--- config.mk ---
export PLATFORM = sky130hd
export DESIGN_NAME = tone_sequencer
export DESIGN_NICKNAME = d
export VERILOG_FILES = /design/src/rtl/tone_pkg.sv /design/src/rtl/tone_tick_gen.sv /design/src/rtl/tone_sequencer.sv
export SDC_FILE = /design/constraint.sdc
export NUM_CORES = 1
export LEC_CHECK = 0
export CORE_UTILIZATION = 40
export CTS_CLUSTER_DIAMETER = 50
export DETAILED_ROUTE_END_ITERATION = 7
export DONT_BUFFER_PORTS = 1
export SYNTH_ARGS = -nofsm -noshare
export SYNTH_HDL_FRONTEND = slang
export SYNTH_SLANG_ARGS = --single-unit
--- constraint.sdc ---
create_clock -name sys_clk -period 2 [get_ports sys_clk]
set_input_delay 0.4 -clock sys_clk [delete_from_list [all_inputs] [get_ports sys_clk]]
set_output_delay 0.4 -clock sys_clk [all_outputs]
set_load 0.05 [all_outputs]
--- src/rtl/tone_pkg.sv ---
// tone_pkg: shared encodings for the tone sequencer and its tick generator.
package tone_pkg;
   typedef enum logic [1:0] {ST_IDLE, ST_UART_HOLD, ST_CHIME_ON, ST_CHIME_OFF} state_e;
   localparam int TONE_OFF = 0;
   localparam logic [1:0] SRC_NONE  = 2'd0;
   localparam logic [1:0] SRC_UART  = 2'd1;
   localparam logic [1:0] SRC_CHIME = 2'd2;
   localparam logic [4:0] CHIME_TONE_DEF = 5'h11;
endpackage

--- src/rtl/tone_tick_gen.sv ---
// tone_tick_gen: one-cycle tick every TICK_CYC cycles, restartable by clr_i.
module tone_tick_gen #(
   parameter int CLK_FREQ = 12_000_000,
   parameter int TICK_MS  = 500
) (
   input  logic clk_i,
   input  logic rst_i,
   input  logic clr_i,
   output logic tick_o
);
   localparam int TICK_CYC = CLK_FREQ / 1000 * TICK_MS;
   localparam int CW = TICK_CYC > 1 ? $clog2(TICK_CYC) : 1;
   logic [CW-1:0] cnt_q, cnt_d;
   assign tick_o = cnt_q == CW'(TICK_CYC - 1);
   assign cnt_d = (clr_i || tick_o) ? '0 : cnt_q + 1'b1;
   always_ff @(posedge clk_i or posedge rst_i)
      if (rst_i) cnt_q <= '0;
      else cnt_q <= cnt_d;
endmodule

--- src/rtl/tone_sequencer.sv ---
// tone_sequencer: arbitrates UART tone commands and the hourly chime onto one tone code.
module tone_sequencer
   import tone_pkg::*;
#(
   parameter int                CLK_FREQ   = 12_000_000,
   parameter int                TICK_MS    = 500,
   parameter int                TONE_W     = 5,
   parameter logic [TONE_W-1:0] CHIME_TONE = TONE_W'(CHIME_TONE_DEF),
   parameter int                CHIME_MODE = 0,
   parameter int                BEEP_FIXED = 5,
   parameter int                HOLD_TICKS = 0
) (
   input  logic              sys_clk,
   input  logic              sys_rst,
   input  logic              uart_done,
   input  logic [7:0]        uart_data,
   input  logic [3:0]        time_hour_high,
   input  logic [3:0]        time_hour_low,
   input  logic [3:0]        time_min_high,
   input  logic [3:0]        time_min_low,
   input  logic              chime_en,
   output logic [TONE_W-1:0] tone,
   output logic [1:0]        tone_src,
   output logic              chime_active
);
   localparam int HW = HOLD_TICKS > 1 ? $clog2(HOLD_TICKS) : 1;
   state_e state_q, state_d;
   logic d0_q, d1_q, cmd_q, armed_q, armed_d;
   logic [TONE_W-1:0] code_q, code_d, code_in;
   logic [4:0] rem_q, rem_d;
   logic [HW-1:0] hold_q, hold_d;
   logic min_zero, trigger, tick, tick_clr, unused;
   function automatic logic [4:0] beep_count(input logic [3:0] hi, input logic [3:0] lo);
      logic [7:0] h;
      logic [7:0] m;
      h = 8'(hi) * 8'd10 + 8'(lo);
      m = h % 8'd12;
      if (CHIME_MODE == 0 || hi > 4'd9 || lo > 4'd9 || h > 8'd23) return 5'(BEEP_FIXED);
      return m == 8'd0 ? 5'd12 : 5'(m);
   endfunction
   assign unused   = ^(uart_data >> TONE_W);
   assign code_in  = uart_data[TONE_W-1:0];
   assign min_zero = time_min_high == 4'd0 && time_min_low == 4'd0;
   assign trigger  = armed_q && chime_en && min_zero;
   assign tick_clr = cmd_q || (state_q == ST_IDLE && trigger);
   tone_tick_gen #(.CLK_FREQ(CLK_FREQ), .TICK_MS(TICK_MS)) u_tick (
      .clk_i(sys_clk), .rst_i(sys_rst), .clr_i(tick_clr), .tick_o(tick)
   );
   always_comb begin
      state_d = state_q;
      code_d  = code_q;
      rem_d   = rem_q;
      hold_d  = hold_q;
      armed_d = !min_zero ? 1'b1 : trigger ? 1'b0 : armed_q;
      if (cmd_q) begin
         code_d  = code_in;
         hold_d  = '0;
         state_d = code_in != '0 ? ST_UART_HOLD : ST_IDLE;
      end else begin
         case (state_q)
            ST_IDLE: if (trigger) begin
               state_d = ST_CHIME_ON;
               rem_d   = beep_count(time_hour_high, time_hour_low);
            end
            ST_UART_HOLD: if (tick) begin
               hold_d = hold_q + 1'b1;
               if (HOLD_TICKS > 0 && hold_q == HW'(HOLD_TICKS - 1)) state_d = ST_IDLE;
            end
            ST_CHIME_ON: state_d = !chime_en ? ST_IDLE : tick ? ST_CHIME_OFF : ST_CHIME_ON;
            ST_CHIME_OFF:
               if (!chime_en) state_d = ST_IDLE;
               else if (tick) begin
                  state_d = rem_q <= 5'd1 ? ST_IDLE : ST_CHIME_ON;
                  rem_d   = rem_q - 5'd1;
               end
            default: state_d = ST_IDLE;
         endcase
      end
   end
   always_ff @(posedge sys_clk or posedge sys_rst)
      if (sys_rst) begin
         state_q <= ST_IDLE;
         d0_q    <= 1'b0;
         d1_q    <= 1'b0;
         cmd_q   <= 1'b0;
         armed_q <= 1'b0;
         code_q  <= '0;
         rem_q   <= '0;
         hold_q  <= '0;
      end else begin
         state_q <= state_d;
         d0_q    <= uart_done;
         d1_q    <= d0_q;
         cmd_q   <= d0_q & ~d1_q;
         armed_q <= armed_d;
         code_q  <= code_d;
         rem_q   <= rem_d;
         hold_q  <= hold_d;
      end
   assign chime_active = state_q == ST_CHIME_ON || state_q == ST_CHIME_OFF;
   assign tone = state_q == ST_UART_HOLD ? code_q :
                 state_q == ST_CHIME_ON  ? CHIME_TONE : TONE_W'(TONE_OFF);
   assign tone_src = state_q == ST_UART_HOLD ? SRC_UART : chime_active ? SRC_CHIME : SRC_NONE;
endmodule

# Word level (Yosys, flattened, before mapping)
# Index checks and enable logic that the tools add are counted.
# W data, S select, Z words.
[totals] out_inout_bits=8 input_bits=28 wordCells=68 register_bits=39
[classes] eq_ne=10 bitwise=3 reduce_logical=16 add_sub_neg=3 div=1 n_mul=1 n_lt_le_gt_ge=1 n_mux=25
[ops] op="$mux W5" count=7
[ops] op="$add A23 B1 Y23 const B" count=1
[ops] op="$eq A23 B23 Y1 const B" count=1
[ops] op="$mux W23" count=1
[ops] op="$mux W2" count=8
[ops] op="$pmux W5 S2" count=1
[ops] op="$add A8 B4 Y8" count=1
[ops] op="$logic_not A4 Y1" count=2
[ops] op="$logic_not A8 Y1" count=1
[ops] op="$mod A8 B4 Y8 const B" count=1
[ops] op="$ne A2 B2 Y1 const B" count=4
[ops] op="$mul A4 B3 Y7 const B" count=1
[ops] op="$mux W1" count=7
[ops] op="$pmux W2 S3" count=1
[ops] op="$le A5 B1 Y1 const B" count=1
[ops] op="$reduce_and A5 Y1" count=1
[ops] op="$reduce_bool A5 Y1" count=1
[ops] op="$sub A5 B1 Y5 const B" count=1
[ops] op="$eq A2 B2 Y1 const B" count=2
[ops] op="$logic_and A1 B1 Y1" count=4
[ops] op="$ne A4 B4 Y1 const B" count=1
[ops] op="$reduce_bool A4 Y1" count=1
[ops] op="$logic_or A1 B1 Y1" count=3
[ops] op="$ne A3 B3 Y1 const B" count=1
[ops] op="6 further kinds" count=7

# Longest topological paths before layout
# Gate-level depths: netlist of the first run.
[logic_depth] depth_word=9 depth_mapped=8 depth_no_buf=7

# Cells and area by module
# From an unflattened synthesis of the first run, not the netlist that was laid out.
[hier_totals] cells_unflattened=217 area_unflattened_um2=2162.1
[modules_own_cells] mod="tone_tick_gen" seq_area_each_um2=575.6 cells_each=127 n_inst=1 area_each_um2=1223.7
[modules_own_cells] mod="tone_sequencer" seq_area_each_um2=400.4 cells_each=90 n_inst=1 area_each_um2=938.4

# Least setup slack after synthesis of the first run
# OpenSTA, ideal clock, no wires.
[synth_timing] path_type="reg-to-output" from="reg state_q[1]" to="out tone_src[1]" path_slack_ns=0.021 path_stages_with_launch=4 n_path_buf=0 arrival_ns=1.579 required_ns=1.600 path_cell_list="dfrtp_1 -> inv_1 -> ha_1 -> nor2_1"
[synth_between] elab_chain_len=4 word_cells_on_any_way=6 cone_classes="eq/ne: 3; mux: 2; reduce/logical: 1"
[synth_rtl] element="start: declaration" line="tone_sequencer.sv:27" rtl="state_e state_q, state_d;"
[synth_rtl] element="start signal: assignment" line="tone_sequencer.sv:91" rtl="state_q <= state_d;"
[synth_rtl] element="$eq A2 B2 Y1" line="tone_sequencer.sv:100" rtl="assign chime_active = state_q == ST_CHIME_ON || state_q == ST_CHIME_OFF;"
[synth_rtl] element="$logic_or A1 B1 Y1" line="tone_sequencer.sv:100"
[synth_rtl] element="$mux W2" line="tone_sequencer.sv:103" rtl="assign tone_src = state_q == ST_UART_HOLD ? SRC_UART : chime_active ? SRC_CHIME : SRC_NONE;"
[synth_rtl] element="$mux W2 *" line="tone_sequencer.sv:103"
[synth_rtl] element="end: declaration" line="tone_sequencer.sv:23" rtl="output logic [1:0] tone_src,"
# Mark *: on every way between the ends. The rest lies on a longest branch, timed or not.

# Worst setup path in the final report of the first run
[layout_timing] from="reg u_tick.cnt_q[13]" to="reg state_q[1]"
[layout_between] elab_chain_len=3
[layout_rtl] element="start: declaration" line="tone_tick_gen.sv:13" rtl="logic [CW-1:0] cnt_q, cnt_d;"
[layout_rtl] element="start signal: assignment" line="tone_tick_gen.sv:18" rtl="else cnt_q <= cnt_d;"
[layout_rtl] element="$eq A23 B23 Y1" line="tone_tick_gen.sv:14" rtl="assign tick_o = cnt_q == CW'(TICK_CYC - 1);"
[layout_rtl] element="$ne A4 B4 Y1 (no line)"
[layout_rtl] element="$reduce_and A3 Y1 (no line)"
# No other way between the ends.
# A chain may end at the register's enable or synchronous reset.

==> results.md, run 1 <==
* First-pass GRT wire length at 6.64 mm
* Startpoint Class: flop
* Htree depth at 2
* Effective utilization at floorplan at 43.0%
* CTS tree: yes
* Largest net degree at the start of global routing at 40
* Number of vias in the routed layout at 1556
* Final ANT Viol Nets at 0
* Synth unique cells at 44
* Clock transition at the register clock pins on the worst setup and hold paths after CTS at 0.08 ns
* Leakage at 0.00115 µW
* Maximum clock insertion buffer count at 2
* Routed length on met3 at 109 µm
* Cells on worst reg2reg path at 5
* Antenna fix cells at 0
* Unrepaired setup endpoints after global routing: true
* Layout Skew at 0.00606 ns
* Die Wd at 74.4 µm
* Most frequent cells after synthesis: sky130_fd_sc_hd__dfrtp_1, sky130_fd_sc_hd__nor2_1, sky130_fd_sc_hd__xor2_1, sky130_fd_sc_hd__nand2_1, sky130_fd_sc_hd__nand3_1
* First-pass detailed-route iteration total at 4
* Number of enable flip-flop cells after synthesis at 0
* Area of the mapped netlist at 2100 µm²
* Die Span Y at 74.4 µm
* Fill count at 465
* FF-to-FF Start: u_tick.cnt_q[13]
* Routed met1 length at 1.94 mm
* Reg-to-reg critical path endpoint: state_q[1]
* Sum of met2 wire segment lengths after detailed routing at 1.85 mm
* Share of total power in the clock network at 19.9%
* Placed wire-length estimate after detailed placement at 2.84 mm
* Max Used Layer: met4
* Relative slew slack at 67.2%
* Highest Clock Rate at 523 MHz
* Final max-slew violation count at 0
* Register Area at 976 µm²
* Combinational share of power at 47.0%
* Count of hold-fix buffers inserted at cts at 0
* Number of nets in the final layout at 274
* Multi-input logic area at 1080 µm²
* Sequential-to-total area share from yosys stat at 46.5%
* Total power consumption of the routed design at 2760 µW
* Ratio of cells with drive above 1 in the final layout at 24.2%
* # rows at 25
* Post-Synthesis Mean Instance Area at 9.85 µm²
* Total Die Area at 5540 µm²
* Post-synth net total at 248
* Placed cell count at 296
* Initial drt markers at 89
* Wirelength, routed at 3.93 mm
* Cell types with the largest area share after synthesis: sky130_fd_sc_hd__dfrtp_1, sky130_fd_sc_hd__xor2_1, sky130_fd_sc_hd__nor2_1
* Async set or reset register ratio after synthesis at 100%
* Final Non-Filler Cells at 307
* # clock sinks at 39
* Sequential share of power at 33.1%
* Count of pins on the block boundary at 36
* Antenna violations before repair at 0
* Clock latency at the later pin of the worst-skew pair at 0.28 ns
* I/O Buffers at 0
* Final-report setup violation count at 0
* GRT Util Overall at 16.0%
* Max Cap Violations at 0
* Routed wire length per instance at 12.8 µm
* Power density over cell area at 1080 nW/µm²
* Placer congestion estimate at 0.740
* Total overflow reported by the global router at 0
* Period minus WS final at 1.91 ns
* Core Area at 4880 µm²
* Warning count from the yosys run at 0
* R2R Setup Slk at 0.09 ns
* Slew of the pin with the lowest slew margin at 0.492 ns
* Switching portion of total power at 37.9%
* Worst hold-check slack at 0.106 ns
* Fraction of post-synthesis cell area in the top cell type by area at 46.5%
* Switch Pwr at 1050 µW
* Inserted Clock Buffers at 5
* Worst setup path class: flop to flop
* Crit path arrival time at 2.08 ns
* Layout area overhead at 21.7%
* Top-count cell post-synth: sky130_fd_sc_hd__dfrtp_1
* Flip-flop and latch count after synthesis at 39
* Cell type with the highest aggregate area in the netlist: sky130_fd_sc_hd__dfrtp_1
* Path type of the worst min-delay path: input port to async pin
* Most instantiated flip-flop cell in the synthesis netlist: sky130_fd_sc_hd__dfrtp_1
* DRC violation count after routing at 0
* Instance count of the mapped netlist at 213
* Count of final hold-check violations at 0
* CP endpoint kind: flop
* Status: completed
* CTS root buf: sky130_fd_sc_hd__clkbuf_8
* Routed vias/inst at 5.07
* Crit Path Max Fanout at 4
* Required arrival time at the worst endpoint at 2.17 ns
* Internal at 1720 µW
* Share of the cycle needed by the critical path after routing at 95.5%
* Vias in the first global route at 1491
* Max VDD drop at 0.720 mV
## power groups by stage
stage / Sequential [µW] / Combinational, µW / Clock (µW)
after floorplan: 919 / 754 / 0
after CTS: 909 / 1180 / 568
final: 914 / 1300 / 550
after detailed placement: 925 / 1180 / 0
after global placement: 920 / 1170 / 0
after global routing: 925 / 1410 / 602
## flip-flops by register name, indices dropped and copies added (netlist names)
| register | count |
|---|---|
| d1_q | 1 |
| state_q | 2 |
| cmd_q | 1 |
| rem_q | 5 |
| code_q | 5 |
| armed_q | 1 |
| d0_q | 1 |
| u_tick.cnt_q | 23 |
## how the worst max path moves through the flow
stage                          start     endpoint  cells after the start
floorplan                 state_q[1]  tone_src[1]                      3
global placement          state_q[0]     rem_q[3]                      7
detailed placement        state_q[0]     rem_q[3]                      7
CTS                       state_q[0]     rem_q[3]                      7
global route              state_q[0]     rem_q[3]                      7
finish              u_tick.cnt_q[13]   state_q[1]                      5
## kinds of logic after synthesis
logic type	share of synthesized area, %
simple gates	27.1
compound gates	6.09
buf+inv	3.40
flops	46.5
fa+ha+maj	4.18
mux	3.88
xor+xnor	8.77
## what timing repair did
action / 4_1_cts / 5_1_grt
gates resized for setup: 0 / 9
buffers inserted: 0 / 3
setup endpoints to repair: 0 / 11
## placed cells by master (no fill, tap or decap), types with 5 or more instances in the layout
cell type,Yosys,final
sky130_fd_sc_hd__xor2_1,16,16
sky130_fd_sc_hd__nand3_1,12,12
sky130_fd_sc_hd__nor2_1,33,32
sky130_fd_sc_hd__xnor2_1,5,5
sky130_fd_sc_hd__inv_1,11,8
sky130_fd_sc_hd__clkbuf_8,0,6
sky130_fd_sc_hd__nand4_1,8,8
sky130_fd_sc_hd__nand2_1,13,13
sky130_fd_sc_hd__mux2_2,5,5
sky130_fd_sc_hd__and4_1,5,5
sky130_fd_sc_hd__buf_4,0,20
sky130_fd_sc_hd__dfrtp_1,39,39
sky130_fd_sc_hd__buf_12,0,6
sky130_fd_sc_hd__nor3_1,5,5
## layer usage
layer  up-vias  track usage [%]
met5         -                0
met4         0             5.66
met3         2             4.34
met2        18             24.8
met1       756             21.7
li1        780                -
## stage by stage
step | setup TNS [ns] | instance area [µm²] | utilization, % | setup slack, ns
floorplan | 0 | 2100 | - | 0.0213
global placement | 0 | 2400 | 49.2 | 0.0838
detailed placement | 0 | 2400 | 49.2 | 0.0670
CTS | 0 | 2490 | 51.1 | 0.0213
global route | -0.0263 | 2550 | 52.3 | -0.0152
finish | 0 | 2550 | 52.3 | 0.0897
## layout make-up
class	instances	share of cell area (%)
clock buffer	7	3.38
tap	67	3.29
clock inverter	1	0.343
sequential	39	38.3
inverter	11	1.62
timing repair buffer	26	10.6
multi-input combinational	156	42.5
## critical path: stages, from the launching register on
cell and delay [ns]:
sky130_fd_sc_hd__dfrtp_1 0.38, sky130_fd_sc_hd__or3b_4 0.40, sky130_fd_sc_hd__nor4_4 0.36, sky130_fd_sc_hd__and2_4 0.23, sky130_fd_sc_hd__o22ai_2 0.10, sky130_fd_sc_hd__mux2_4 0.31
Note: power is estimated with default switching activity, not from simulation.
==> run 2, diff against run 1 <==
--- a/config.mk
+++ b/config.mk
@@ -5,6 +5,7 @@
 export SDC_FILE = /design/constraint.sdc
 export NUM_CORES = 1
 export LEC_CHECK = 0
+export CORE_MARGIN = 5
 export CORE_UTILIZATION = 40
 export CTS_CLUSTER_DIAMETER = 50
 export DETAILED_ROUTE_END_ITERATION = 7
==> results.md, run 2 (synthesis results as in run 1) <==
* Commonest cells after routing, fill and taps aside: sky130_fd_sc_hd__dfrtp_1, sky130_fd_sc_hd__nor2_1, sky130_fd_sc_hd__xor2_1, sky130_fd_sc_hd__buf_4, sky130_fd_sc_hd__nand2_1
* Period minus WS final at 1.92 ns (+0.0112 ns)
* Final ANT Viol Nets at 0 (unchanged)
* First-pass detailed-route iteration total at 4 (unchanged)
* DRC violation count after routing at 0 (unchanged)
* Max VDD drop at 0.609 mV (-15%)
* Relative slew slack at 66.1% (-1.0 points)
* Max Cap Violations at 0 (unchanged)
* Placed wire-length estimate after detailed placement at 2.84 mm (+0.12%)
* Initial drt markers at 45 (-49%)
* Routed vias/inst at 5.05 (-0.38%)
* Power density over cell area at 1110 nW/µm² (+2.6%)
* CP endpoint kind: flop
* Leakage at 0.00114 µW (-0.60%)
* Cells on worst reg2reg path at 6 (+1)
* Inserted Clock Buffers at 5 (unchanged)
* Count of hold-fix buffers inserted at cts at 0 (unchanged)
* Total overflow reported by the global router at 0 (unchanged)
* Count of pins on the block boundary at 36 (unchanged)
* Antenna fix cells at 0 (unchanged)
* Clock transition at the register clock pins on the worst setup and hold paths after CTS at 0.08 ns (about the same)
* # clock sinks at 39 (unchanged)
* Setup TNS at 0 ns (unchanged)
* Largest registers: u_tick.cnt_q x23, code_q x5, rem_q x5
* Ratio of cells with drive above 1 in the final layout at 25.4% (+1.3 points)
* Effective utilization at floorplan at 41.1% (-1.9 points)
* Path type of the worst min-delay path: input port to async pin
* Share of the cycle needed by the critical path after routing at 96.1% (+0.56 points)
* Highest Clock Rate at 520 MHz (-0.59%)
* Vias in the first global route at 1518 (+1.8%)
* Slew of the pin with the lowest slew margin at 0.504 ns (+0.0115 ns)
* Layout Skew at 0.00771 ns (+0.00165 ns)
* Core Area at 5110 µm² (+4.7%)
* Final max-slew violation count at 0 (unchanged)
* GRT Util Overall at 13.3% (-2.7 points)
* CTS tree: yes
* Final-report setup violation count at 0 (unchanged)
* Worst hold-check slack at 0.110 ns (+0.00314 ns)
* Layout area overhead at 23.2%
* Die Wd at 82.4 µm (+11%)
* Crit path arrival time at 2.14 ns (+0.06 ns)
* Die Span Y at 82.4 µm (+11%)
* # rows at 26 (+4.0%)
* Placer congestion estimate at 0.789 (+6.6%)
* Worst setup path class: flop to flop
* Commonest non-fill, non-tap cell in the layout: sky130_fd_sc_hd__dfrtp_1
* Antenna violations before repair at 0 (unchanged)
* Post-CTS Setup Bufs at 0 (unchanged)
* Crit Path Max Fanout at 4 (unchanged)
* Total Die Area at 6790 µm² (+23%)
* Routed wire length per instance at 13.1 µm (+2.0%)
* Largest net degree at the start of global routing at 40 (unchanged)
* Largest register FFs at 23 (unchanged)
* I/O Buffers at 0 (unchanged)
* Wirelength, routed at 4.00 mm (+1.7%)
* Number of nets in the final layout at 270 (-1.5%)
* Unrepaired setup endpoints after global routing: false
* Register with the highest flop count: u_tick.cnt_q
* Startpoint Class: flop
* Clock latency at the later pin of the worst-skew pair at 0.29 ns (about the same)
* Number of vias in the routed layout at 1545 (-0.71%)
* Status: completed
* Count of final hold-check violations at 0 (unchanged)
* CTS root buf: sky130_fd_sc_hd__clkbuf_8
* First-pass GRT wire length at 6.91 mm (+3.9%)
* Maximum clock insertion buffer count at 2 (unchanged)
* Htree depth at 2 (unchanged)
* Required arrival time at the worst endpoint at 2.22 ns (+0.05 ns)
-- run 2: cell types whose count changed in the layout (fill, tap and decap cells not counted), sizes merged --
cell / before / now
clkbuf: 7 / 6
buf: 26 / 22
bufinv: 0 / 1
-- run 2: layout make-up --
cell class	instances	area (µm²)
clock buffer	6	82.6
clock inverter	2	35.0
fill	480	2520
inverter	11	41.3
multi-input combinational	156	1120
sequential	39	976
tap	70	87.6
timing repair buffer	22	244
-- run 2: worst paths after layout --
check | from | to | slack [ns]
worst min register to register | d0_q | d1_q | 0.37
worst min-delay path | sys_rst | u_tick.cnt_q[5] | 0.11
max in group asynchronous | sys_rst | u_tick.cnt_q[9] | 1.55
min in group sys_clk | uart_done | d0_q | 0.14
worst max-delay path | u_tick.cnt_q[13] | rem_q[3] | 0.08
worst max register to register | u_tick.cnt_q[13] | rem_q[3] | 0.08
-- run 2: where the power goes --
part	switching, µW	internal, µW	total, µW
sequential	55.1	858	913
clock	269	404	673
combinational	733	551	1280
total	1060	1810	2870
-- run 2: stage by stage --
step	setup WS (ns)	power (µW)	cells	util [%]	cell area [µm²]
floorplan	0.0213	1670	213	-	2100
global placement	0.0667	2070	298	46.9	2390
detailed placement	0.0226	2080	298	46.9	2390
CTS	0.00145	2790	306	49.3	2520
global route	0.00332	3040	306	50.6	2580
finish	0.0785	2870	306	50.6	2580
-- run 2: timing repair --
item,4_1_cts,5_1_grt
gates resized for setup,3,14
pin swaps,0,7
setup endpoints to repair,2,9
-- run 2: worst max-delay path, cell delays in order, from the launching register on --
cell	delay (ns)
sky130_fd_sc_hd__dfrtp_1	0.38
sky130_fd_sc_hd__or3b_4	0.41
sky130_fd_sc_hd__nor4_4	0.38
sky130_fd_sc_hd__buf_4	0.18
sky130_fd_sc_hd__nand4_1	0.09
sky130_fd_sc_hd__or3_1	0.35
sky130_fd_sc_hd__o21ai_1	0.07
-- run 2: layer usage --
metal	global-route usage, %	wire length (µm)	up-vias
met5	0	0	-
met4	5.98	76	0
met3	3.58	137	6
met2	22.2	1960	18
met1	16.1	1830	743
li1	-	-	778
